`src/rtl/rv32_pkg.sv`:
```
// Shared RV32I decode constants: opcodes, register field positions, operand-use decode.
// Combinational helpers only; no latency and no flow control of its own.
package rv32_pkg;

    localparam int REG_ADDR_WIDTH_DEF = 5;

    localparam int RS1_LSB = 15;
    localparam int RS2_LSB = 20;
    localparam int RD_LSB  = 7;

    localparam logic [6:0] OPC_LUI    = 7'b0110111;
    localparam logic [6:0] OPC_AUIPC  = 7'b0010111;
    localparam logic [6:0] OPC_JAL    = 7'b1101111;
    localparam logic [6:0] OPC_JALR   = 7'b1100111;
    localparam logic [6:0] OPC_LOAD   = 7'b0000011;
    localparam logic [6:0] OPC_OP_IMM = 7'b0010011;
    localparam logic [6:0] OPC_BRANCH = 7'b1100011;
    localparam logic [6:0] OPC_STORE  = 7'b0100011;
    localparam logic [6:0] OPC_OP     = 7'b0110011;

    typedef struct packed {
        logic rs1;
        logic rs2;
        logic rd;
    } opnd_use_t;

    function automatic opnd_use_t decode_use(input logic [6:0] opc);
        opnd_use_t u;
        u = '0;
        case (opc)
            OPC_LUI, OPC_AUIPC, OPC_JAL:      u = '{rs1: 1'b0, rs2: 1'b0, rd: 1'b1};
            OPC_JALR, OPC_LOAD, OPC_OP_IMM:   u = '{rs1: 1'b1, rs2: 1'b0, rd: 1'b1};
            OPC_BRANCH, OPC_STORE:            u = '{rs1: 1'b1, rs2: 1'b1, rd: 1'b0};
            OPC_OP:                           u = '{rs1: 1'b1, rs2: 1'b1, rd: 1'b1};
            default:                          u = '0;
        endcase
        return u;
    endfunction

endpackage

```
`src/rtl/operand_scoreboard.sv`:
```
// Per-register pending-write counters: one increment and two saturating decrements per cycle.
// Counts update on the clock edge after the request; flow control is left to the caller (full flag).
// Register 0 is hardwired to an empty count.
module operand_scoreboard
    import rv32_pkg::*;
#(
    parameter int REG_ADDR_WIDTH = REG_ADDR_WIDTH_DEF,
    parameter int CNT_WIDTH      = 2
) (
    input  logic                        clock,
    input  logic                        reset,
    input  logic                        inc_en,
    input  logic [REG_ADDR_WIDTH-1:0]   inc_addr,
    input  logic                        dec_a_en,
    input  logic [REG_ADDR_WIDTH-1:0]   dec_a_addr,
    input  logic                        dec_b_en,
    input  logic [REG_ADDR_WIDTH-1:0]   dec_b_addr,
    output logic [2**REG_ADDR_WIDTH-1:0] busy,
    output logic [2**REG_ADDR_WIDTH-1:0] one,
    output logic [2**REG_ADDR_WIDTH-1:0] full
);

    localparam int NREG = 2**REG_ADDR_WIDTH;
    localparam logic [CNT_WIDTH-1:0] CNT_MAX = {CNT_WIDTH{1'b1}};

    logic [CNT_WIDTH-1:0] cnt_q [NREG];

    // Two decrements can hit one register (writeback plus flush of the held writer).
    function automatic logic [CNT_WIDTH-1:0] next_cnt(
        input logic [CNT_WIDTH-1:0] cur,
        input logic                 inc,
        input logic                 da,
        input logic                 db
    );
        logic [CNT_WIDTH:0] up;
        logic [CNT_WIDTH:0] dn;
        up = {1'b0, cur} + (CNT_WIDTH+1)'(inc);
        dn = (CNT_WIDTH+1)'(da) + (CNT_WIDTH+1)'(db);
        if (up > dn) begin
            return CNT_WIDTH'(up - dn);
        end
        return '0;
    endfunction

    always_ff @(posedge clock) begin
        if (reset) begin
            for (int r = 0; r < NREG; r++) begin
                cnt_q[r] <= '0;
            end
        end else begin
            cnt_q[0] <= '0;
            for (int r = 1; r < NREG; r++) begin
                cnt_q[r] <= next_cnt(cnt_q[r],
                                     inc_en   && (inc_addr   == REG_ADDR_WIDTH'(r)),
                                     dec_a_en && (dec_a_addr == REG_ADDR_WIDTH'(r)),
                                     dec_b_en && (dec_b_addr == REG_ADDR_WIDTH'(r)));
            end
        end
    end

    always_comb begin
        busy = '0;
        one  = '0;
        full = '0;
        for (int r = 1; r < NREG; r++) begin
            busy[r] = (cnt_q[r] != '0);
            one[r]  = (cnt_q[r] == CNT_WIDTH'(1));
            full[r] = (cnt_q[r] == CNT_MAX);
        end
    end

endmodule

```
`src/rtl/operand_fetch.sv`:
```
// Decode/operand fetch: reads rs1/rs2, stalls on RAW hazards via scoreboard (OPERAND_FETCH_BYPASS_EN adds wb bypass).
// Latency 1 cycle from issue to out_valid.
// Backpressure: in_ready drops on hazard, full counter, flush, or held output not accepted.
module operand_fetch
    import rv32_pkg::*;
#(
    parameter int REG_ADDR_WIDTH = REG_ADDR_WIDTH_DEF,
    parameter int CNT_WIDTH      = 2
) (
    input  logic                      clock,
    input  logic                      reset,
    input  logic                      flush,
    input  logic                      in_valid,
    output logic                      in_ready,
    input  logic [31:0]               in_instr,
    input  logic [31:0]               in_pc,
    output logic [REG_ADDR_WIDTH-1:0] rf_addr_rs1,
    output logic [REG_ADDR_WIDTH-1:0] rf_addr_rs2,
    input  logic [31:0]               rf_data_rs1,
    input  logic [31:0]               rf_data_rs2,
    input  logic                      wb_valid,
    input  logic [REG_ADDR_WIDTH-1:0] wb_rd,
    input  logic [31:0]               wb_data,
    output logic                      out_valid,
    input  logic                      out_ready,
    output logic [31:0]               out_pc,
    output logic [31:0]               out_instr,
    output logic [31:0]               out_rs1_val,
    output logic [31:0]               out_rs2_val,
    output logic [REG_ADDR_WIDTH-1:0] out_rd
);

    localparam int NREG = 2**REG_ADDR_WIDTH;

`ifdef OPERAND_FETCH_BYPASS_EN
    localparam bit BYPASS = 1'b1;
`else
    localparam bit BYPASS = 1'b0;
`endif

    opnd_use_t                 use_f;
    logic [REG_ADDR_WIDTH-1:0] rs1;
    logic [REG_ADDR_WIDTH-1:0] rs2;
    logic [REG_ADDR_WIDTH-1:0] rd_eff;
    logic                      rs1_used, rs2_used;
    logic                      rs1_byp, rs2_byp;
    logic                      rs1_haz, rs2_haz;
    logic                      rd_full;
    logic                      stall;
    logic                      issue;
    logic                      flush_dec;
    logic [31:0]               rs1_val, rs2_val;
    logic [NREG-1:0]           busy, one, full;

    assign use_f       = decode_use(in_instr[6:0]);
    assign rs1         = in_instr[RS1_LSB +: REG_ADDR_WIDTH];
    assign rs2         = in_instr[RS2_LSB +: REG_ADDR_WIDTH];
    assign rf_addr_rs1 = rs1;
    assign rf_addr_rs2 = rs2;
    assign rd_eff      = use_f.rd ? in_instr[RD_LSB +: REG_ADDR_WIDTH] : '0;

    assign rs1_used = use_f.rs1 && (rs1 != '0);
    assign rs2_used = use_f.rs2 && (rs2 != '0);

    // The reg file is only written at the wb edge, so a sole pending writer committing now is forwarded.
    assign rs1_byp = BYPASS && one[rs1] && wb_valid && (wb_rd == rs1);
    assign rs2_byp = BYPASS && one[rs2] && wb_valid && (wb_rd == rs2);

    assign rs1_haz = rs1_used && busy[rs1] && !rs1_byp;
    assign rs2_haz = rs2_used && busy[rs2] && !rs2_byp;
    assign rd_full = (rd_eff != '0) && full[rd_eff];
    assign stall   = rs1_haz || rs2_haz || rd_full;

    assign in_ready  = !reset && !flush && !stall && (!out_valid || out_ready);
    assign issue     = in_valid && in_ready;
    assign flush_dec = flush && out_valid;

    assign rs1_val = !rs1_used ? 32'd0 : (rs1_byp ? wb_data : rf_data_rs1);
    assign rs2_val = !rs2_used ? 32'd0 : (rs2_byp ? wb_data : rf_data_rs2);

    operand_scoreboard #(
        .REG_ADDR_WIDTH (REG_ADDR_WIDTH),
        .CNT_WIDTH      (CNT_WIDTH)
    ) u_sb (
        .clock      (clock),
        .reset      (reset),
        .inc_en     (issue),
        .inc_addr   (rd_eff),
        .dec_a_en   (wb_valid),
        .dec_a_addr (wb_rd),
        .dec_b_en   (flush_dec),
        .dec_b_addr (out_rd),
        .busy       (busy),
        .one        (one),
        .full       (full)
    );

    always_ff @(posedge clock) begin
        if (reset) begin
            out_valid   <= 1'b0;
            out_pc      <= '0;
            out_instr   <= '0;
            out_rs1_val <= '0;
            out_rs2_val <= '0;
            out_rd      <= '0;
        end else if (flush) begin
            out_valid <= 1'b0;
        end else if (issue) begin
            out_valid   <= 1'b1;
            out_pc      <= in_pc;
            out_instr   <= in_instr;
            out_rs1_val <= rs1_val;
            out_rs2_val <= rs2_val;
            out_rd      <= rd_eff;
        end else if (out_valid && out_ready) begin
            out_valid <= 1'b0;
        end
    end

endmodule

```
`config.mk`:
```
export PLATFORM = sky130hd
export DESIGN_NAME = operand_fetch
export DESIGN_NICKNAME = d
export VERILOG_FILES = /design/src/rtl/rv32_pkg.sv /design/src/rtl/operand_scoreboard.sv /design/src/rtl/operand_fetch.sv
export SDC_FILE = /design/constraint.sdc
export NUM_CORES = 1
export LEC_CHECK = 0
export CAP_MARGIN = 20
export CORE_UTILIZATION = 51
export DETAILED_ROUTE_END_ITERATION = 16
export GPL_ROUTABILITY_DRIVEN = 1
export MAX_ROUTING_LAYER = met4
export PLACE_DENSITY = 0.85
export REMOVE_ABC_BUFFERS = 1
export SYNTH_ARGS = -nofsm -noshare
export SYNTH_HDL_FRONTEND = slang
export SYNTH_HIERARCHICAL = 1
export SYNTH_SLANG_ARGS = --single-unit
```
`constraint.sdc`:
```
create_clock -name clock -period 4.8 [get_ports clock]
set_input_delay 0.96 -clock clock [delete_from_list [all_inputs] [get_ports clock]]
set_output_delay 0.96 -clock clock [all_outputs]
set_load 0.1 [all_outputs]
```
==> impl_metrics.py, run 1 <==
metrics = {
    "cts": {
        "cts_buffer_depth": 2,
        "clock_latency_ns": 0.45,
        "cts_max_level": 4,
        "cts-root-buf": "clkbuf_16",
        "path_clk_slew_ns": 0.08,
        "clock-sinks": 196,
        "cts_buffers": 17,
        "post_cts_buffers": 0,
        "cts_tree": "done",
    },
    "timing": {
        "timing.slew.headroom": 0.246,
        "finalSetupViolCount": 0,
        "final.setup_skew_ns": 0.0185,
        "final.period_utilization": 0.974,
        "fmax_mhz": 214,
        "timing.hold.ws_ns": 0.476,
        "hold_viol": 0,
        "drv_slew": 0,
        "worstMarginPinSlew_ns": 1.13,
        "period_needed_ns": 4.68,
        "timing.final.ws_setup_ns": 0.123,
    },
    "yosys": {
        "post_synth_inst_count": 1493,
        "yosys_warnings": 6,
        "netlist_area_um2": 12700,
        "syn-mean-instance-area_um2": 8.49,
    },
    "grt": {
        "grt_max_degree": 91,
        "grt_pass1_wl_um": 60100,
        "grt_util_all_layers": 0.303,
        "antenna_found_initial": 0,
        "grt-ovfl-total": 0,
        "first_global_vias": 12100,
    },
    "power_and_ir_drop": {
        "peakVddDrop_mv": 0.248,
        "powerDensity_nw_per_um2": 234,
        "finalPower_w": 0.00389,
        "leakage_nw": 7.15,
    },
    "die": {
        "core_um2": 24300,
        "dieArea_um2": 25500,
        "ios": 316,
        "dieWidth_um": 160,
        "initial_core_util": 0.521,
        "dieHeight_um": 160,
        "num_rows": 57,
    },
    "cells_and_area": {
        "fin_cells": 2105,
        "diodes": 0,
        "layout.nets": 2094,
        "final_cell_mix": "271 x clkdlybuf4s50_1, 196 x dfxtp_1, 154 x nor2_1",
        "area_growth_pct": 31.1,
        "drive_gt1_frac": 0.0983,
        "mostFrequentLayoutCell": "clkdlybuf4s50_1",
    },
    "min_path": {
        "min_path_type": "flop to flop",
        "min-delay-start": "out_pc[9]",
    },
    "worst_setup_path": {
        "cp-start-kind": "primary input",
        "arrival_ns": 4.97,
        "critPathRequiredTime_ns": 5.10,
        "critPathKind": "primary input to flop",
        "startpoint": "in_instr[7]",
        "r2r_slack_ns": 0.77,
        "r2r-start": "u_sb/cnt_q[0][5]",
        "worstSetupEndpointType": "flop",
        "crit_path_max_fanout": 5,
    },
    "place": {
        "dp_slack_ns": -0.349,
        "hpwlAfterDp_um": 27800,
        "gp_congestion": 0.947,
        "io_buffers": 283,
        "place_inst": 2073,
    },
    "detailed_routing": {
        "routedWlPerCell_um": 18.1,
        "drt_first_pass_iters": 7,
        "vias": 11900,
        "drc": 0,
        "drt-total-wl_um": 38100,
        "ant_nets": 0,
        "via_per_inst": 5.64,
        "drt_iter0_drc": 1114,
    },
    "flow_run": {
        "cap_viol_max_count": 0,
    },
    "status": {
        "outcome": "finished, final reports clean",
    },
}
-- worst paths after layout --
kind | cells after the start | end
setup reg to reg | 16 | u_sb/cnt_q[0][3]
setup / recovery | 16 | u_sb/cnt_q[0][3]
hold reg to reg | 2 | out_pc[9]
hold / removal | 2 | out_pc[9]
-- sequential cells by signal, indices dropped and copies added (netlist names) --
signal	flops
u_sb/cnt_q	62
out_instr	32
out_pc	32
out_rs1_val	32
out_rs2_val	32
out_rd	5
out_valid	1
-- metal layers --
metal,routed length [µm],global-route usage
met1,14900,0.343
met2,18500,0.512
met3,2870,0.0558
met4,1740,0.151
met5,0,-
-- critical path, cell delays in order --
cell             delay (ns)
clkdlybuf4s50_1        0.58
mux4_2                 0.57
a2111oi_2              0.37
buf_4                  0.16
o211ai_1               0.14
a32oi_4                0.26
nand2_4                0.06
inv_1                  0.18
and2b_4                0.25
nand2_1                0.15
nor2_1                 0.22
ha_1                   0.24
fa_1                   0.47
and2_1                 0.16
a21oi_1                0.13
nor3b_1                0.06
-- report_power, final --
| part | switching (W) | internal [W] |
|---|---|---|
| combinational | 0.000459 | 0.000256 |
| sequential | 0.0000141 | 0.00165 |
| clock | 0.000776 | 0.000729 |
| total | 0.00125 | 0.00264 |
-- per-stage QoR --
stage | cell area [µm²] | setup TNS [ns] | utilization
after CTS | 16600 | 0 | 0.683
after detailed placement | 16000 | -10.66 | 0.657
after global routing | 16600 | -0.0139 | 0.683
after global placement | 16000 | -7.44 | 0.657
final | 16600 | 0 | 0.683
after floorplan | 12200 | -187.32 | -
-- repair_timing --
action,4_1_cts,5_1_grt
setup endpoints to repair,0,19
resized for setup,0,4
hold buffers,0,0
-- area by class of cell --
cell class                      instances  area, µm²
Clock buffer                           18        439
Clock inverter                         14        183
Fill cell                            1870       7710
Inverter                               67        251
Multi-Input combinational cell       1133       8030
Sequential cell                       196       3920
Tap cell                              324        405
Timing Repair Buffer                  353       3380
Power figures use the tool's default switching activity.
==> run 2, diff against run 1 <==
--- a/config.mk
+++ b/config.mk
@@ -9,6 +9,7 @@
 export CORE_UTILIZATION = 51
 export DETAILED_ROUTE_END_ITERATION = 16
 export GPL_ROUTABILITY_DRIVEN = 1
+export HOLD_SLACK_MARGIN = 0.05
 export MAX_ROUTING_LAYER = met4
 export PLACE_DENSITY = 0.85
 export REMOVE_ABC_BUFFERS = 1
==> results of run 2 <==
Final layout, timing and power as in run 1 (identical DEF).
==> run 3, diff against run 2 <==
--- a/config.mk
+++ b/config.mk
@@ -13,6 +13,7 @@
 export MAX_ROUTING_LAYER = met4
 export PLACE_DENSITY = 0.85
 export REMOVE_ABC_BUFFERS = 1
+export SLEW_MARGIN = 20
 export SYNTH_ARGS = -nofsm -noshare
 export SYNTH_HDL_FRONTEND = slang
 export SYNTH_HIERARCHICAL = 1
==> constraint.sdc (replaced) <==
create_clock -name clock -period 4.4 [get_ports clock]
set_input_delay 0.88 -clock clock [delete_from_list [all_inputs] [get_ports clock]]
set_output_delay 0.88 -clock clock [all_outputs]
set_load 0.1 [all_outputs]
==> run 3 against run 2 <==
Die area unchanged. Non-clock buffer count increased by 40. Routed wire length increased by 5.1%. Sequential power increased by 9%. Highest routed layer unchanged. Critical path type unchanged. Critical endpoint is now u_sb/cnt_q[0][7]. Cell count increased by 1.9%. Setup slack got worse by 0.047 ns. Clock-buffer cell count decreased by 1. Sequential share of layout area decreased by 0.81 points.
==> impl_metrics.py, run 3 (same netlist as run 1, synthesis figures left out) <==
metrics = {
    "status": {
        "outcome": "finished, final reports clean",
    },
    "detailed_routing": {
        "vias": 12400,
        "met2WireLength_um": 19400,
        "dr_wl_met3_um": 3030,
        "via_per_inst": 5.76,
        "drt_first_pass_iters": 9,
        "routedWlPerCell_um": 18.6,
        "drc": 0,
        "drt_iter0_drc": 1208,
        "drt-total-wl_um": 40000,
        "ant_nets": 0,
        "wl_met1_um": 15500,
        "top_layer": "met4",
    },
    "worst_setup_path": {
        "worstSetupEndpointType": "flop",
        "arrival_ns": 4.63,
        "crit_path_max_fanout": 5,
        "cp-start-kind": "primary input",
        "r2r-start": "u_sb/cnt_q[0][13]",
        "critPathRequiredTime_ns": 4.70,
        "critPathKind": "primary input to flop",
        "startpoint": "in_instr[7]",
        "r2r_slack_ns": 0.38,
    },
    "min_path": {
        "min_path_type": "flop to flop",
        "min-delay-start": "out_pc[8]",
    },
    "flow_run": {
        "cap_viol_max_count": 0,
    },
    "die": {
        "ios": 316,
        "num_rows": 57,
        "initial_core_util": 0.521,
        "dieWidth_um": 160,
        "dieArea_um2": 25500,
        "core_um2": 24300,
        "dieHeight_um": 160,
    },
    "cells_and_area": {
        "layout.nets": 2134,
        "final_cell_mix": "265 x clkdlybuf4s50_1, 196 x dfxtp_1, 146 x nor2_1",
        "regMostFlops": "u_sb/cnt_q",
        "area_growth_pct": 35.7,
        "drive_gt1_frac": 0.141,
        "mostFrequentLayoutCell": "clkdlybuf4s50_1",
        "fin_util": 0.707,
        "largest_reg_flops": 62,
    },
    "power_and_ir_drop": {
        "clock_power_share": 0.384,
        "pwr-share-comb": 0.191,
        "power_switching_w": 0.00136,
        "powerDensity_nw_per_um2": 249,
        "power_frac_seq": 0.424,
        "switching_share": 0.317,
        "peakVddDrop_mv": 0.201,
        "intPower_w": 0.00293,
        "finalPower_w": 0.00429,
        "leakage_nw": 7.37,
    },
    "cts": {
        "cts_max_level": 4,
        "cts_buffers": 17,
        "clock-sinks": 196,
        "cts-root-buf": "clkbuf_16",
        "path_clk_slew_ns": 0.08,
        "cts_tree": "done",
        "cts_buffer_depth": 2,
        "clock_latency_ns": 0.44,
    },
    "grt": {
        "grt_max_degree": 197,
        "grt_util_all_layers": 0.308,
        "grt_pass1_wl_um": 61200,
        "antenna_found_initial": 1,
        "first_global_vias": 12300,
        "grt-ovfl-total": 0,
    },
    "timing": {
        "finalSetupViolCount": 0,
        "hold_viol": 0,
        "timing.hold.ws_ns": 0.478,
        "drv_slew": 0,
        "fmax_mhz": 231,
        "final.period_utilization": 0.983,
        "tns_ns": 0,
        "final.setup_skew_ns": 0.0173,
        "timing.slew.headroom": 0.298,
        "worstMarginPinSlew_ns": 1.05,
        "period_needed_ns": 4.32,
    },
    "place": {
        "io_buffers": 283,
        "gp_congestion": 0.953,
        "hpwlAfterDp_um": 27900,
    },
}
==> run 3: changes by cell type in the layout (fill, tap and decap cells not counted), moves of 3 or more <==
cell	previous run	this run
buf_4	77	112
clkdlybuf4s50_1	271	265
ha_2	0	12
nor2_2	2	5
ha_1	124	111
dlymetal6s2s_1	0	5
nor2_1	154	146
nor3b_1	34	31
nor2_4	0	5
nor3b_2	0	3
==> run 3: stage by stage <==
stage | instance area [µm²] | instances | worst slack [ns]
6_report | 17200 | 2146 | 0.0765
5_1_grt | 17200 | 2145 | -0.0351
4_1_cts | 16900 | 2138 | 0.00491
3_5_place_dp | 16200 | 2105 | -0.717
3_3_place_gp | 16200 | 2105 | -0.704
2_1_floorplan | 12200 | 1396 | -2.67
==> run 3: cell type report <==
type	instances	area [µm²]
Multi-Input combinational cell	1133	8250
Timing Repair Buffer	393	3760
Tap cell	324	405
Clock buffer	17	425
Clock inverter	14	184
Sequential cell	196	3920
Fill cell	1779	7120
Inverter	67	254
Antenna cell	2	5.00
==> run 3: layer usage <==
layer | global-route usage | up-vias
li1 | - | 5668
met1 | 0.348 | 5942
met2 | 0.514 | 601
met3 | 0.0532 | 150
met4 | 0.178 | 0
met5 | - | -
==> run 3: critical path, stage by stage <==
cell and delay [ns]:
dlygate4sd2_1 0.31, mux4_2 0.58, a2111oi_4 0.31, buf_4 0.16, o211ai_1 0.16, a32oi_4 0.36, nand2_4 0.10, inv_4 0.09
and2b_4 0.22, nand3b_4 0.18, nor3_4 0.21, ha_2 0.21, fa_1 0.45, and2_4 0.16, a21oi_2 0.16, nor3b_2 0.06
==> run 3: final timing paths <==
path / end / cells after the start
worst min-delay path: out_pc[8] / 2
worst max register to register: u_sb/cnt_q[0][7] / 16
worst min register to register: out_pc[8] / 2
worst max-delay path: u_sb/cnt_q[0][7] / 16
==> run 3: power by group through the flow <==
stage          registers [W]  logic [W]  clock network, W
2_1_floorplan        0.00206   0.000192                 0
3_3_place_gp         0.00186   0.000768                 0
3_5_place_dp         0.00186   0.000776                 0
4_1_cts              0.00182   0.000793           0.00166
5_1_grt              0.00182   0.000852           0.00173
6_report             0.00182   0.000821           0.00165
==> run 3: repair_timing <==
item,CTS,global route
cloned,1,1
hold endpoints to repair,0,0
hold buffers,0,0
endpoints found under the setup margin,52,55
pin swaps,1,20
resized for setup,10,60
setup buffers,1,5
